===== src/rtl/led_pkg.sv =====
`default_nettype none
// ============================================================================
// Package  : led_pkg
// Brief    : Shared scan-state encoding, default matrix size and width helper.
// Revision : 1.0
// ============================================================================
package led_pkg;

    typedef enum logic [1:0] {
        ST_IDLE  = 2'd0,
        ST_BLANK = 2'd1,
        ST_ON    = 2'd2
    } scan_state_e;

    localparam int c_DEF_ROWS = 8;
    localparam int c_DEF_COLS = 8;

    // Width needed to hold 0..n-1, never narrower than one bit.
    function automatic int addr_w(input int n);
        return (n <= 1) ? 1 : $clog2(n);
    endfunction

endpackage
`default_nettype wire


===== src/rtl/led_scan_ctrl_if.sv =====
`default_nettype none
// ============================================================================
// Interface : led_scan_ctrl_if
// Brief     : Pattern-side write/swap port plus matrix row/column drive.
// Revision  : 1.0
// ============================================================================
interface led_scan_ctrl_if
    import led_pkg::*;
#(
    parameter int ROWS = c_DEF_ROWS,
    parameter int COLS = c_DEF_COLS
);
    localparam int c_RW = addr_w(ROWS);

    logic            en;
    logic            wr_en;
    logic [c_RW-1:0] wr_row;
    logic [COLS-1:0] wr_data;
    logic            swap_req;
    logic            swap_ack;
    logic [ROWS-1:0] row_sel;
    logic [COLS-1:0] col_data;
    logic            frame_start;

    modport master (
        output en, wr_en, wr_row, wr_data, swap_req,
        input  swap_ack, row_sel, col_data, frame_start
    );

    modport slave (
        input  en, wr_en, wr_row, wr_data, swap_req,
        output swap_ack, row_sel, col_data, frame_start
    );

endinterface
`default_nettype wire


===== src/rtl/scan_tick_gen.sv =====
`default_nettype none
// ============================================================================
// Module   : scan_tick_gen
// Brief    : Prescaler producing a one-cycle scan tick every TICK_DIV clocks.
// Revision : 1.0
// ============================================================================
module scan_tick_gen
    import led_pkg::*;
#(
    parameter int TICK_DIV = 50
) (
    input  logic clk,
    input  logic rst,
    input  logic clr,
    output logic tick
);
    localparam int              c_CW   = addr_w(TICK_DIV);
    localparam logic [c_CW-1:0] c_LAST = c_CW'(TICK_DIV - 1);

    logic [c_CW-1:0] cnt_q;
    logic [c_CW-1:0] cnt_d;

    always_comb begin
        cnt_d = cnt_q + c_CW'(1);
        if (clr || (cnt_q == c_LAST)) begin
            cnt_d = '0;
        end
    end

    always_ff @(posedge clk) begin
        if (!rst) begin
            cnt_q <= '0;
        end else begin
            cnt_q <= cnt_d;
        end
    end

    assign tick = (cnt_q == c_LAST);

endmodule
`default_nettype wire


===== src/rtl/led_scan_ctrl.sv =====
`default_nettype none
// ============================================================================
// Module   : led_scan_ctrl
// Brief    : Double-buffered LED matrix row-scan scheduler with frame-aligned
//            bank swap.
// Revision : 1.0
// ============================================================================
module led_scan_ctrl
    import led_pkg::*;
#(
    parameter int ROWS         = c_DEF_ROWS,
    parameter int COLS         = c_DEF_COLS,
    parameter int TICK_DIV     = 50,
    parameter int ROW_ON_TICKS = 4,
    parameter int BLANK_TICKS  = 1
) (
    input  logic           clk,
    input  logic           rst,
    led_scan_ctrl_if.slave bus
);
    localparam int c_RW   = addr_w(ROWS);
    localparam int c_TMAX = (ROW_ON_TICKS > BLANK_TICKS) ? ROW_ON_TICKS : BLANK_TICKS;
    localparam int c_TW   = addr_w(c_TMAX);

    localparam logic [c_RW-1:0] c_ROW_LAST   = c_RW'(ROWS - 1);
    localparam logic [c_TW-1:0] c_ON_LAST    = c_TW'(ROW_ON_TICKS - 1);
    localparam logic [c_TW-1:0] c_BLANK_LAST = c_TW'(BLANK_TICKS - 1);
    localparam logic [ROWS-1:0] c_ROW0_SEL   = ROWS'(1);

    scan_state_e     state_q, state_d;
    logic [c_RW-1:0] row_idx_q, row_idx_d;
    logic [c_TW-1:0] tcnt_q, tcnt_d;
    logic [ROWS-1:0] row_sel_q, row_sel_d;
    logic [COLS-1:0] col_q, col_d;
    logic            fs_q, fs_d;
    logic            front_q;
    logic            pend_q;
    logic            ack_q;
    logic [COLS-1:0] bank_q [2][ROWS];

    logic            w_tick;
    logic            w_tick_clr;
    logic            w_boundary;
    logic            w_exec;
    logic            w_row_ok;
    logic [COLS-1:0] w_front_row;

    assign w_tick_clr = (state_q == ST_IDLE);

    scan_tick_gen #(
        .TICK_DIV (TICK_DIV)
    ) u_tick (
        .clk  (clk),
        .rst  (rst),
        .clr  (w_tick_clr),
        .tick (w_tick)
    );

    // Non-power-of-two row counts leave unused addresses; drop writes there.
    generate
        if (ROWS == (1 << c_RW)) begin : g_row_full
            assign w_row_ok = 1'b1;
        end else begin : g_row_part
            assign w_row_ok = (bus.wr_row <= c_ROW_LAST);
        end
    endgenerate

    assign w_front_row = bank_q[front_q][row_idx_q];

    // Frame boundary: last row finishing its on-time and wrapping to row 0.
    assign w_boundary = bus.en && (state_q == ST_ON) && w_tick &&
                        (tcnt_q == c_ON_LAST) && (row_idx_q == c_ROW_LAST);
    assign w_exec     = pend_q && ((state_q == ST_IDLE) || w_boundary);

    always_comb begin
        state_d   = state_q;
        row_idx_d = row_idx_q;
        tcnt_d    = tcnt_q;
        row_sel_d = row_sel_q;
        col_d     = col_q;
        fs_d      = 1'b0;

        if (!bus.en) begin
            state_d   = ST_IDLE;
            row_idx_d = '0;
            tcnt_d    = '0;
            row_sel_d = '0;
            col_d     = '0;
        end else begin
            case (state_q)
                ST_IDLE: begin
                    state_d   = ST_BLANK;
                    row_idx_d = '0;
                    tcnt_d    = '0;
                    row_sel_d = '0;
                    col_d     = '0;
                end
                ST_BLANK: begin
                    if (w_tick) begin
                        if (tcnt_q == c_BLANK_LAST) begin
                            state_d   = ST_ON;
                            tcnt_d    = '0;
                            row_sel_d = c_ROW0_SEL << row_idx_q;
                            col_d     = w_front_row;
                            fs_d      = (row_idx_q == '0);
                        end else begin
                            tcnt_d = tcnt_q + c_TW'(1);
                        end
                    end
                end
                ST_ON: begin
                    if (w_tick) begin
                        if (tcnt_q == c_ON_LAST) begin
                            state_d   = ST_BLANK;
                            tcnt_d    = '0;
                            row_sel_d = '0;
                            col_d     = '0;
                            row_idx_d = (row_idx_q == c_ROW_LAST) ? '0 : row_idx_q + c_RW'(1);
                        end else begin
                            tcnt_d = tcnt_q + c_TW'(1);
                        end
                    end
                end
                default: begin
                    state_d   = ST_IDLE;
                    row_idx_d = '0;
                    tcnt_d    = '0;
                    row_sel_d = '0;
                    col_d     = '0;
                end
            endcase
        end
    end

    always_ff @(posedge clk) begin
        if (!rst) begin
            state_q   <= ST_IDLE;
            row_idx_q <= '0;
            tcnt_q    <= '0;
            row_sel_q <= '0;
            col_q     <= '0;
            fs_q      <= 1'b0;
        end else begin
            state_q   <= state_d;
            row_idx_q <= row_idx_d;
            tcnt_q    <= tcnt_d;
            row_sel_q <= row_sel_d;
            col_q     <= col_d;
            fs_q      <= fs_d;
        end
    end

    // A request arriving in the execute cycle survives as a fresh pending swap.
    always_ff @(posedge clk) begin
        if (!rst) begin
            front_q <= 1'b0;
            pend_q  <= 1'b0;
            ack_q   <= 1'b0;
        end else begin
            front_q <= front_q ^ w_exec;
            pend_q  <= (pend_q & ~w_exec) | bus.swap_req;
            ack_q   <= w_exec;
        end
    end

    always_ff @(posedge clk) begin
        if (!rst) begin
            bank_q <= '{default: '0};
        end else if (bus.wr_en && w_row_ok) begin
            bank_q[~front_q][bus.wr_row] <= bus.wr_data;
        end
    end

    assign bus.row_sel     = row_sel_q;
    assign bus.col_data    = col_q;
    assign bus.frame_start = fs_q;
    assign bus.swap_ack    = ack_q;

endmodule
`default_nettype wire

===== src/flat_wrapper.sv =====
// flat-port wrapper written by rule: the top's interface ports become plain ports
module led_scan_ctrl_flat import led_pkg::*;
#(
    parameter int ROWS         = c_DEF_ROWS,
    parameter int COLS         = c_DEF_COLS,
    parameter int TICK_DIV     = 50,
    parameter int ROW_ON_TICKS = 4,
    parameter int BLANK_TICKS  = 1
)
  (clk, rst, bus_en, bus_wr_en, bus_wr_row, bus_wr_data, bus_swap_req, bus_swap_ack, bus_row_sel, bus_col_data, bus_frame_start);
  led_scan_ctrl_if #(.ROWS(ROWS), .COLS(COLS)) bus_i ();
  input  logic clk;
  input  logic rst;
  input wire logic [$bits(bus_i.en)-1:0] bus_en;
  input wire logic [$bits(bus_i.wr_en)-1:0] bus_wr_en;
  input wire logic [$bits(bus_i.wr_row)-1:0] bus_wr_row;
  input wire logic [$bits(bus_i.wr_data)-1:0] bus_wr_data;
  input wire logic [$bits(bus_i.swap_req)-1:0] bus_swap_req;
  output wire logic [$bits(bus_i.swap_ack)-1:0] bus_swap_ack;
  output wire logic [$bits(bus_i.row_sel)-1:0] bus_row_sel;
  output wire logic [$bits(bus_i.col_data)-1:0] bus_col_data;
  output wire logic [$bits(bus_i.frame_start)-1:0] bus_frame_start;
  assign bus_i.en = bus_en;
  assign bus_i.wr_en = bus_wr_en;
  assign bus_i.wr_row = bus_wr_row;
  assign bus_i.wr_data = bus_wr_data;
  assign bus_i.swap_req = bus_swap_req;
  assign bus_swap_ack = bus_i.swap_ack;
  assign bus_row_sel = bus_i.row_sel;
  assign bus_col_data = bus_i.col_data;
  assign bus_frame_start = bus_i.frame_start;
  led_scan_ctrl #(.ROWS(ROWS), .COLS(COLS), .TICK_DIV(TICK_DIV), .ROW_ON_TICKS(ROW_ON_TICKS), .BLANK_TICKS(BLANK_TICKS)) u_core (.clk(clk), .rst(rst), .bus(bus_i));
endmodule

===== config.mk =====
export PLATFORM = sky130hd
export DESIGN_NAME = led_scan_ctrl_flat
export DESIGN_NICKNAME = d
export VERILOG_FILES = /design/src/rtl/led_pkg.sv /design/src/rtl/led_scan_ctrl_if.sv /design/src/rtl/scan_tick_gen.sv /design/src/rtl/led_scan_ctrl.sv /design/src/flat_wrapper.sv
export SDC_FILE = /design/constraint.sdc
export NUM_CORES = 1
export LEC_CHECK = 0
export CAP_MARGIN = 20
export CORE_MARGIN = 5
export CORE_UTILIZATION = 35
export CTS_CLUSTER_SIZE = 24
export DETAILED_ROUTE_END_ITERATION = 12
export PLACE_DENSITY = 0.53
export SYNTH_ARGS = -nofsm -noshare
export SYNTH_HDL_FRONTEND = slang
export SYNTH_HIERARCHICAL = 1
export SYNTH_SLANG_ARGS = --single-unit
export TNS_END_PERCENT = 1

===== constraint.sdc =====
create_clock -name clk -period 1.8 [get_ports clk]
set_input_delay 0.45 -clock clk [delete_from_list [all_inputs] [get_ports clk]]
set_output_delay 0.45 -clock clk [all_outputs]
set_load 0.05 [all_outputs]

==> results.tsv <==
metric	value	unit
outcome	complete, but fails checks	
failing checks	setup timing	
Post-Route WL	20.1	mm
fin crit share	1.02	
Detail Placement HPWL	13.8	mm
Setup crit end kind	flop	
Hold Buf Count CTS	0	
Ant. Diodes	0	
CP Data Required Time	2.16	ns
Reg-to-Reg Start	u_core/u_tick/cnt_q[1]	
post-synth top area share	0.453	
gr ovfl total	0	
CTS buffer count	17	
Final Hold Fails	0	
H-tree levels	4	
share of layout cells above drive strength 1	0.220	
pre-CTS setup slack	-0.337	ns
cell row count	52	
Max Freq	542	MHz
RSZ-0062 raised after global routing	yes	
Critical Path AT	2.20	ns
root buf cell	clkbuf_16	
vias in the first global route	5573	
Worst-Margin Slew	0.503	ns
yosys warns	6	
sequential area share after synthesis	0.453	
proportion of power drawn by the clock network	0.476	
DRC	0	
fraction of registers with async set/reset	0	
Max Slew Vio Count	0	
Comb pwr share	0.072	
vias after detailed routing	5837	
Setup Buffers After CTS	0	
Seq pwr share	0.452	
core footprint	20100	um2
Max FO, Critical Path	4	
largest net degree at the start of global routing	34	
Final Worst Setup Slack	-0.0435	ns
Yosys top cell by area	dfxtp_1	
I/O Pins	34	
CTS tree	yes	
Initial Util	0.354	
Clock Skews	0.00486	ns
die height	153	um
Tmin final	1.84	ns
number of antenna violations at the first check in global routing	0	
Leak	3.55	nW
Final #Nets	893	
Starting DRT DRC Count	372	
Worst-Skew Late Latency	0.42	ns
WS Path Type	reg -> reg	
post-DR wirelength/cell	17.6	um
GR Util All Layers	0.172	
Min-Delay Startpoint	u_core/bank_q[57]	
switching share of power	0.219	
Synth Flop Type	dfxtp_1	
Hold Path Class	reg -> reg	
Crit path largest cell delay	0.33	ns
layout filler cell count	1968	
Synth Cell Area	7120	um2
vias per inst	5.11	
critical path startpoint category	flop	
count of cell types in the netlist	42	
Antenna Nets Post-Route	0	
Slew HR	0.663	
die area	23300	um2
Placer Congestion	0.796	
Critical path buffers and inverters	2	
setup violators final	3	
Syn Nets	808	
Max stage delay cell, worst path	or3_1	
CTS clock-pin slew for the worst setup and hold paths	0.06	ns
CP top delay family	simple AND/OR/NAND/NOR gates	
Synth Instances	777	
clk sink count	161	
setup slack, reg-to-reg	-0.04	ns
most numerous cell in the Yosys netlist	dfxtp_1	
Initial DRT Pass Iterations	5	
first-pass GRT wire length	31.7	mm
die span in x	153	um
NetSw	1.76	mW
number of synthesized flops with an enable pin	0	
average cell area after synthesis	9.16	um2
Synth top cells by count	dfxtp_1, nand2_1, a21oi_1	
post-synthesis register bit count	161	
CTS max path bufs	2	
Tot Pwr	8.04	mW
Pint	6.29	mW
port bufs	33	
maxcap violations	0	
Synth-to-Final Area Change	27.0	%
Critical Path Source	u_core/u_tick/cnt_q[1]	
cell breakdown of the critical path	inv_2, ha_4, nand4b_1, nor2_4, nand2_1, a22o_1, buf_4, or3_1, a21oi_1	
peak supply drop	564	uV
Pwr per Cell Area	889	nW/um2
synth top area cells	dfxtp_1, mux4_2, nand2_1	
[timing repair]
| action | CTS | global route |
|---|---|---|
| endpoints found under the setup margin | 19 | 50 |
| pin swaps | 1 | 0 |
| gates resized for setup | 11 | 9 |
[cells in the final DEF, fill, tap and decap left out, types with 3 or more instances in the layout]
cell type        count
dfxtp_1            157
nand2_1            127
buf_4               93
a21oi_1             88
nor2_1              76
o21ai_0             70
mux2i_1             48
mux4_2              26
clkbuf_16           17
clkdlybuf4s50_1     15
buf_12              15
ha_1                14
nand3_1             11
a22oi_1             11
inv_1                8
a221o_1              8
clkbuf_8             7
o21ai_1              6
a21oi_2              6
mux4_1               6
nand3b_1             5
nand2b_1             5
or3_1                4
nor2_2               4
bufinv_16            3
nor2b_1              3
nor3_1               3
[power by group through the flow]
stage | sequential, mW | combinational [mW] | clock [mW]
finish | 3.63 | 0.580 | 3.83
global placement | 3.71 | 0.573 | 0
floorplan | 3.70 | 0.300 | 0
CTS | 3.63 | 0.579 | 3.91
detailed placement | 3.71 | 0.575 | 0
global route | 3.64 | 0.625 | 4.07
[through the flow]
stage          TNS (ns)  hold slack (ns)  instances  instance area [um2]  utilization
4_1_cts          -0.126            0.455       1143                 9020        0.449
6_report        -0.0891            0.454       1143                 9050        0.450
2_1_floorplan         0            0.432        777                 7160            -
5_1_grt           -1.72            0.485       1143                 9050        0.450
3_3_place_gp     -19.23            0.442       1113                 8360        0.416
3_5_place_dp     -21.96            0.446       1113                 8360        0.416
[kinds of logic (layout without fill, tap and decap cells)]
logic type,count (synthesis),in the layout,share of synthesized area
AO/OA/AOI/OAI,193,193,0.147
AND/OR/NAND/NOR,255,255,0.151
buffers and inverters,70,166,0.0471
adder cells (fa/ha/maj),15,15,0.0264
XOR/XNOR,3,3,0.00369
flip-flops,161,161,0.453
multiplexers,80,80,0.172
[per-layer routing]
metal	global-route usage	wire [um]	up-vias
li1	-	-	2888
met1	0.240	9610	2828
met2	0.277	9600	106
met3	0.0344	696	15
met4	0.0373	212	0
met5	0	0	-
[registers in the layout (all words and copies together) (netlist names)]
name and count:
u_core/bus.col_data 8, u_core/bus.frame_start 1, u_core/pend_q 1, u_core/front_q 1, u_core/tcnt_q 2, u_core/row_idx_q 3
u_core/bus.swap_ack 1, u_core/state_q 2, u_core/bank_q 128, u_core/bus.row_sel 8, u_core/u_tick/cnt_q 6
[layout make-up]
class | instances | area [um2] | area share
sequential | 161 | 3230 | 0.357
clock buffer | 26 | 529 | 0.0585
timing repair buffer | 125 | 1170 | 0.129
clock inverter | 4 | 95.1 | 0.0105
multi-input combinational | 546 | 3640 | 0.402
inverter | 11 | 43.8 | 0.00484
tap | 270 | 338 | 0.0373
[path summary, 6_finish.rpt]
path,endpoint,cells past startpoint
hold / removal,u_core/bank_q[57],2
hold reg to reg,u_core/bank_q[57],2
setup / recovery,u_core/state_q[0],9
setup reg to reg,u_core/state_q[0],9
[worst register-to-register path, stage by stage, from the launching register on]
cell and delay, ns:
dfxtp_2 0.32, inv_2 0.05, ha_4 0.11, nand4b_1 0.17, nor2_4 0.19, nand2_1 0.09
a22o_1 0.23, buf_4 0.15, or3_1 0.33, a21oi_1 0.13
No activity file was read; power rests on OpenSTA's default activity.
